$ cat src/rtl/wrport_rr_arbiter_if.sv
// Register-file write-port bundle shared by the requesters (master side)
// and the arbiter (slave side).
interface wrport_rr_arbiter_if #(
   parameter int DATA_W = 64,
   parameter int ADDR_W = 5
);
   logic [1:0]        req;
   logic [1:0]        lock;
   logic [ADDR_W-1:0] addr0;
   logic [DATA_W-1:0] data0;
   logic [ADDR_W-1:0] addr1;
   logic [DATA_W-1:0] data1;
   logic [1:0]        gnt;
   logic              port_en;
   logic [ADDR_W-1:0] port_addr;
   logic [DATA_W-1:0] port_data;
   logic              busy;

   modport master (
      output req, lock, addr0, data0, addr1, data1,
      input  gnt, port_en, port_addr, port_data, busy
   );

   modport slave (
      input  req, lock, addr0, data0, addr1, data1,
      output gnt, port_en, port_addr, port_data, busy
   );
endinterface

$ cat src/rtl/wrport_rr_arbiter.sv
// Two-requester round-robin arbiter for the register-file write port, with
// locked ownership bounded by MAX_HOLD. Define ARB_STATS_EN for grant counters.
module wrport_rr_arbiter #(
   parameter int DATA_W   = 64,
   parameter int ADDR_W   = 5,
   parameter int MAX_HOLD = 4
) (
   input  logic              clk,
   input  logic              reset_n,
   wrport_rr_arbiter_if.slave bus
`ifdef ARB_STATS_EN
   ,
   output logic [15:0]       gnt_cnt0,
   output logic [15:0]       gnt_cnt1
`endif
);

   localparam int HOLD_W = (MAX_HOLD > 1) ? $clog2(MAX_HOLD) : 1;
   localparam logic [HOLD_W-1:0] HOLD_LIM = HOLD_W'(MAX_HOLD - 1);

   typedef enum logic [1:0] {
      IDLE   = 2'd0,
      GRANT0 = 2'd1,
      GRANT1 = 2'd2
   } state_e;

   state_e            state_q, state_d;
   logic              last_q, last_d;
   logic [HOLD_W-1:0] hold_q, hold_d;
   logic              own, oth;
   logic [1:0]        gnt;
   logic [1:0]        wr;
   logic [ADDR_W-1:0] addr_mux;
   logic [DATA_W-1:0] data_mux;

   // NOTE: state registers use non-blocking assignments so every flop samples
   // pre-edge values; reset is synchronous, so it lives inside the clocked branch.
   always_ff @(posedge clk) begin
      if (!reset_n) begin
         state_q <= IDLE;
         last_q  <= 1'b1;
         hold_q  <= '0;
      end else begin
         state_q <= state_d;
         last_q  <= last_d;
         hold_q  <= hold_d;
      end
   end

   // NOTE: every signal assigned here gets a default first, so no path leaves
   // one unassigned and no latch is inferred.
   always_comb begin
      state_d = state_q;
      last_d  = last_q;
      hold_d  = hold_q;
      own     = (state_q == GRANT1);
      oth     = ~own;
      unique case (state_q)
         IDLE: begin
            hold_d = '0;
            unique case (bus.req)
               2'b01:   state_d = GRANT0;
               2'b10:   state_d = GRANT1;
               2'b11:   state_d = last_q ? GRANT0 : GRANT1;
               default: state_d = IDLE;
            endcase
         end
         GRANT0, GRANT1: begin
            // Locked owner keeps the port until it has held it MAX_HOLD cycles
            // while the other side is waiting.
            if (bus.req[own] && bus.lock[own] && (hold_q < HOLD_LIM || !bus.req[oth])) begin
               if (hold_q < HOLD_LIM) hold_d = hold_q + HOLD_W'(1);
            end else if (bus.req[oth]) begin
               state_d = oth ? GRANT1 : GRANT0;
               last_d  = own;
               hold_d  = '0;
            end else if (bus.req[own]) begin
               hold_d = '0;
            end else begin
               state_d = IDLE;
               last_d  = own;
               hold_d  = '0;
            end
         end
         default: begin
            state_d = IDLE;
            hold_d  = '0;
         end
      endcase
   end

   always_comb begin
      gnt      = {state_q == GRANT1, state_q == GRANT0};
      wr       = gnt & bus.req;
      addr_mux = '0;
      data_mux = '0;
      unique case (gnt)
         2'b01: begin
            addr_mux = bus.addr0;
            data_mux = bus.data0;
         end
         2'b10: begin
            addr_mux = bus.addr1;
            data_mux = bus.data1;
         end
         default: ;
      endcase
   end

   assign bus.gnt       = gnt;
   assign bus.busy      = |gnt;
   assign bus.port_en   = |wr;
   assign bus.port_addr = addr_mux;
   assign bus.port_data = data_mux;

`ifdef ARB_STATS_EN
   logic [15:0] cnt0_q, cnt1_q;

   always_ff @(posedge clk) begin
      if (!reset_n) begin
         cnt0_q <= '0;
         cnt1_q <= '0;
      end else begin
         if (wr[0] && cnt0_q != 16'hFFFF) cnt0_q <= cnt0_q + 16'd1;
         if (wr[1] && cnt1_q != 16'hFFFF) cnt1_q <= cnt1_q + 16'd1;
      end
   end

   assign gnt_cnt0 = cnt0_q;
   assign gnt_cnt1 = cnt1_q;
`endif

endmodule

$ cat src/flat_wrapper.sv
// flat-port wrapper written by rule: the top's interface ports become plain ports
module wrport_rr_arbiter_flat 
#(
   parameter int DATA_W   = 64,
   parameter int ADDR_W   = 5,
   parameter int MAX_HOLD = 4
)
  (clk, reset_n, bus_req, bus_lock, bus_addr0, bus_data0, bus_addr1, bus_data1, bus_gnt, bus_port_en, bus_port_addr, bus_port_data, bus_busy);
  wrport_rr_arbiter_if #(.DATA_W(DATA_W), .ADDR_W(ADDR_W)) bus_i ();
  input  logic clk;
  input  logic reset_n;
  input wire logic [$bits(bus_i.req)-1:0] bus_req;
  input wire logic [$bits(bus_i.lock)-1:0] bus_lock;
  input wire logic [$bits(bus_i.addr0)-1:0] bus_addr0;
  input wire logic [$bits(bus_i.data0)-1:0] bus_data0;
  input wire logic [$bits(bus_i.addr1)-1:0] bus_addr1;
  input wire logic [$bits(bus_i.data1)-1:0] bus_data1;
  output wire logic [$bits(bus_i.gnt)-1:0] bus_gnt;
  output wire logic [$bits(bus_i.port_en)-1:0] bus_port_en;
  output wire logic [$bits(bus_i.port_addr)-1:0] bus_port_addr;
  output wire logic [$bits(bus_i.port_data)-1:0] bus_port_data;
  output wire logic [$bits(bus_i.busy)-1:0] bus_busy;
  assign bus_i.req = bus_req;
  assign bus_i.lock = bus_lock;
  assign bus_i.addr0 = bus_addr0;
  assign bus_i.data0 = bus_data0;
  assign bus_i.addr1 = bus_addr1;
  assign bus_i.data1 = bus_data1;
  assign bus_gnt = bus_i.gnt;
  assign bus_port_en = bus_i.port_en;
  assign bus_port_addr = bus_i.port_addr;
  assign bus_port_data = bus_i.port_data;
  assign bus_busy = bus_i.busy;
  wrport_rr_arbiter #(.DATA_W(DATA_W), .ADDR_W(ADDR_W), .MAX_HOLD(MAX_HOLD)) u_core (.clk(clk), .reset_n(reset_n), .bus(bus_i));
endmodule
$ cat config.mk
export PLATFORM = sky130hd
export DESIGN_NAME = wrport_rr_arbiter_flat
export DESIGN_NICKNAME = d
export VERILOG_FILES = /design/src/rtl/wrport_rr_arbiter_if.sv /design/src/rtl/wrport_rr_arbiter.sv /design/src/flat_wrapper.sv
export SDC_FILE = /design/constraint.sdc
export NUM_CORES = 1
export LEC_CHECK = 0
export CORE_AREA = 3 3 84 86
export CTS_CLUSTER_SIZE = 24
export DETAILED_ROUTE_END_ITERATION = 7
export DIE_AREA = 0 0 87 89
export DONT_BUFFER_PORTS = 1
export GPL_TIMING_DRIVEN = 0
export RECOVER_POWER = 100
export SETUP_SLACK_MARGIN = 0.2
export SYNTH_ARGS = -nofsm -noshare
export SYNTH_HDL_FRONTEND = slang
export SYNTH_SLANG_ARGS = --single-unit
$ cat constraint.sdc
create_clock -name clk -period 2.9 [get_ports clk]
set_input_delay 0.58 -clock clk [delete_from_list [all_inputs] [get_ports clk]]
set_output_delay 0.58 -clock clk [all_outputs]
set_load 0.02 [all_outputs]
==> summary.txt <==
Outcome
  • Status: finished, final reports clean

Detailed routing
  • Antenna Violating Nets Remaining: 0
  • Routed vias/inst: 5.80
  • Via count: 1,282
  • Average routed wire per standard cell: 24.5 um
  • 1st-iter DRT viols: 28
  • Number of remaining DRC errors: 0
  • Initial DRT Pass Iterations: 4
  • Drt total wl: around 5.4 mm

Cells and area
  • Post-route insts no fill: between 200 and 250
  • Share of cells above drive strength 1: 0.160
  • Ant. Diodes: 0
  • Most frequent cells in the layout: a22o_1 (68), clkbuf_2 (10), nand2_1 (7), ha_1 (5), dfxtp_1 (5)
  • Area growth, synth to finish: 15.5%
  • Most common cell after layout, fill and taps aside: a22o_1
  • Total Nets Final: roughly 300

Yosys
  • Post-Syn Instances: 140
  • Ys async rst share: 0
  • Mapped Area: roughly 1100 um^2
  • Syn Area/Cell: slightly above 8 um^2
  • Number of flops mapped to enable cells by yosys: 0
  • Synth unique cells: 28
  • FF+latch count, synth: 5
  • Largest cells by area after synthesis: a22o_1 (54%), dfxtp_1 (8.9%), ha_1 (6.7%)
  • Ys Warns: 0
  • Largest area contributor in the netlist: a22o_1
  • Mapped Nets: between 200 and 300
  • Main synth FF type: dfxtp_1
  • Share of the synthesized area in the top cell type: 0.535
  • Sequential area share after synthesis: 0.0887

Setup path
  • CP Class: register to primary output
  • Slowest cell delay on critical path: about 0.39 ns
  • Cells along the critical path: inv_1 -> ha_4 -> and2_0 -> clkbuf_4 -> buf_6 -> clkbuf_4 -> a22o_1
  • Critical path's slowest cell: dfxtp_1
  • Worst EP arrival: about 2.1 ns
  • Reg2reg path depth: 7
  • Worst endpoint required time: about 2.3 ns
  • Cell mode on critical path: clkbuf_4
  • Setup crit end kind: primary output
  • Crit-path max FO: 10
  • Critical Path Start Type: register

GRT
  • First-pass GRT wire length: ~6.4 mm
  • Total gr overflow: 0
  • Global Route Usage Sum: 0.111
  • Initial antenna violation count: 0
  • Vias in the first global route: between 1,000 and 1,500
  • Pin count of the biggest net entering global routing: 11

CTS
  • CTS tree: done
  • Worst-path clk slew: about 0.03 ns
  • CTS root buffer: clkbuf_8
  • Cts hold-fix bufs: 0
  • Clock buffer count from CTS: 3
  • Clk buf depth: 2
  • Skew-Pair Late Insertion Delay: 0.22 ns
  • Sink Count: 5
  • Postcts setup bufs: 0
  • H-tree lvl count: 1

Placed design
  • Dpl cells: ~220
  • Gpl congestion: approximately 0.8
  • Port Buffer Count: 0
  • HPWL after DPL: approximately 4.8 mm

STA
  • Final period util: 0.909
  • Final Critical Period: 2.64 ns
  • Pins Over Slew Limit: 0
  • Least-Margin Pin Slew: 0.400 ns
  • Final Setup Violations: 0
  • Slew HR: 0.732
  • Final count of hold timing violations: 0
  • Setup TNS: 0 ns
  • Clock skew: between 0.0004 and 0.0005 ns
  • FMAX: approximately 0.38 GHz
  • RSZ-0062 raised after global routing: yes

Power
  • Leak: between 0.5 and 0.6 nW
  • VDD IR max: ~0.35 mV
  • PwrDens: 742 nW/um^2

Die
  • Io pins: about 220
  • Die height: ~89 um
  • Starting Density: 0.178
  • Overall die width: 87 um
  • Site row count: 29
  • Core area: 6350 um^2
  • Area of the die: about 7700 um^2

Min path
  • Hold Path Cell Cnt: 2
  • Tightest Hold Check Type: register to register

Job
  • MaxCap Viol Count: 0
-- state kept, by name (all words and copies together) (netlist names) --
signal	count
u_core.last_q	1
u_core.hold_q	2
u_core.state_q	2
-- stage by stage --
step / power [mW] / util / cell area (um^2) / worst slack [ns] / hold slack, ns
3_3_place_gp: 0.806 / 0.193 / 1220 / 0.161 / 0.479
6_report: 0.967 / 0.205 / 1300 / 0.263 / 0.498
2_1_floorplan: 0.713 / - / 1130 / 0.500 / 0.465
3_5_place_dp: 0.819 / 0.193 / 1220 / 0.102 / 0.497
4_1_cts: 0.990 / 0.206 / 1310 / 0.168 / 0.501
5_1_grt: 1.04 / 0.205 / 1300 / 0.108 / 0.516
-- power breakdown --
part / switching (mW) / internal (mW) / total, mW
registers: 0.0164 / 0.0855 / 0.102
logic: 0.489 / 0.247 / 0.736
clock network: 0.0354 / 0.0945 / 0.130
-- logic make-up after synthesis --
family / after synthesis / synth area share
flops: 5 / 0.0887
buf+inv: 22 / 0.0898
simple gates: 22 / 0.103
fa+ha+maj: 6 / 0.0665
compound gates: 81 / 0.613
mux: 4 / 0.0388
-- path summary, 6_finish.rpt --
kind / end / slack (ns) / startpoint
worst max register to register: u_core.last_q / 0.82 / u_core.state_q[0]
worst max-delay path: bus_port_data[6] / 0.26 / u_core.state_q[1]
worst min register to register: u_core.hold_q[1] / 0.50 / u_core.hold_q[1]
worst min-delay path: u_core.hold_q[1] / 0.50 / u_core.hold_q[1]
-- synth_stat cells (all sizes together), types with 3 or more instances --
cell and instances:
inv 4, ha 6, a22o 69, nand2b 4
a21oi 3, dfxtp 5, mux2i 4, clkbuf 10
nand3 3, buf 8, nand2 7
-- layout make-up --
| cell class | count | area (um^2) |
|---|---|---|
| multi-input cells | 113 | 937 |
| inverters | 4 | 15.0 |
| well taps | 77 | 96.3 |
| plain buffers | 18 | 110 |
| clock buffers | 4 | 45.0 |
| flip-flops and latches | 5 | 100 |
| fillers | 714 | 5050 |
-- routing by layer --
metal | wire (um) | vias to the layer above | track usage
met5 | 0 | - | 0
met3 | 655 | 2 | 0.0378
met2 | 2830 | 105 | 0.204
met1 | 1920 | 598 | 0.124
met4 | 14 | 0 | 0.0255
li1 | - | 577 | -
-- critical path: cells and delay by family, from the launching register on --
kind / cells / cell delay [ns]
buffers and inverters: 4 / 0.65
DFF: 1 / 0.39
and+or+nand+nor: 1 / 0.14
adders and majority gates: 1 / 0.36
AOI/OAI and AO/OA: 1 / 0.31
-- repair_timing --
action,in CTS,in global routing
hold endpoints to repair,0,0
endpoints found under the setup margin,69,41
gates resized for setup,18,21
pin swaps,0,1
(Power assumes the default switching activity.)
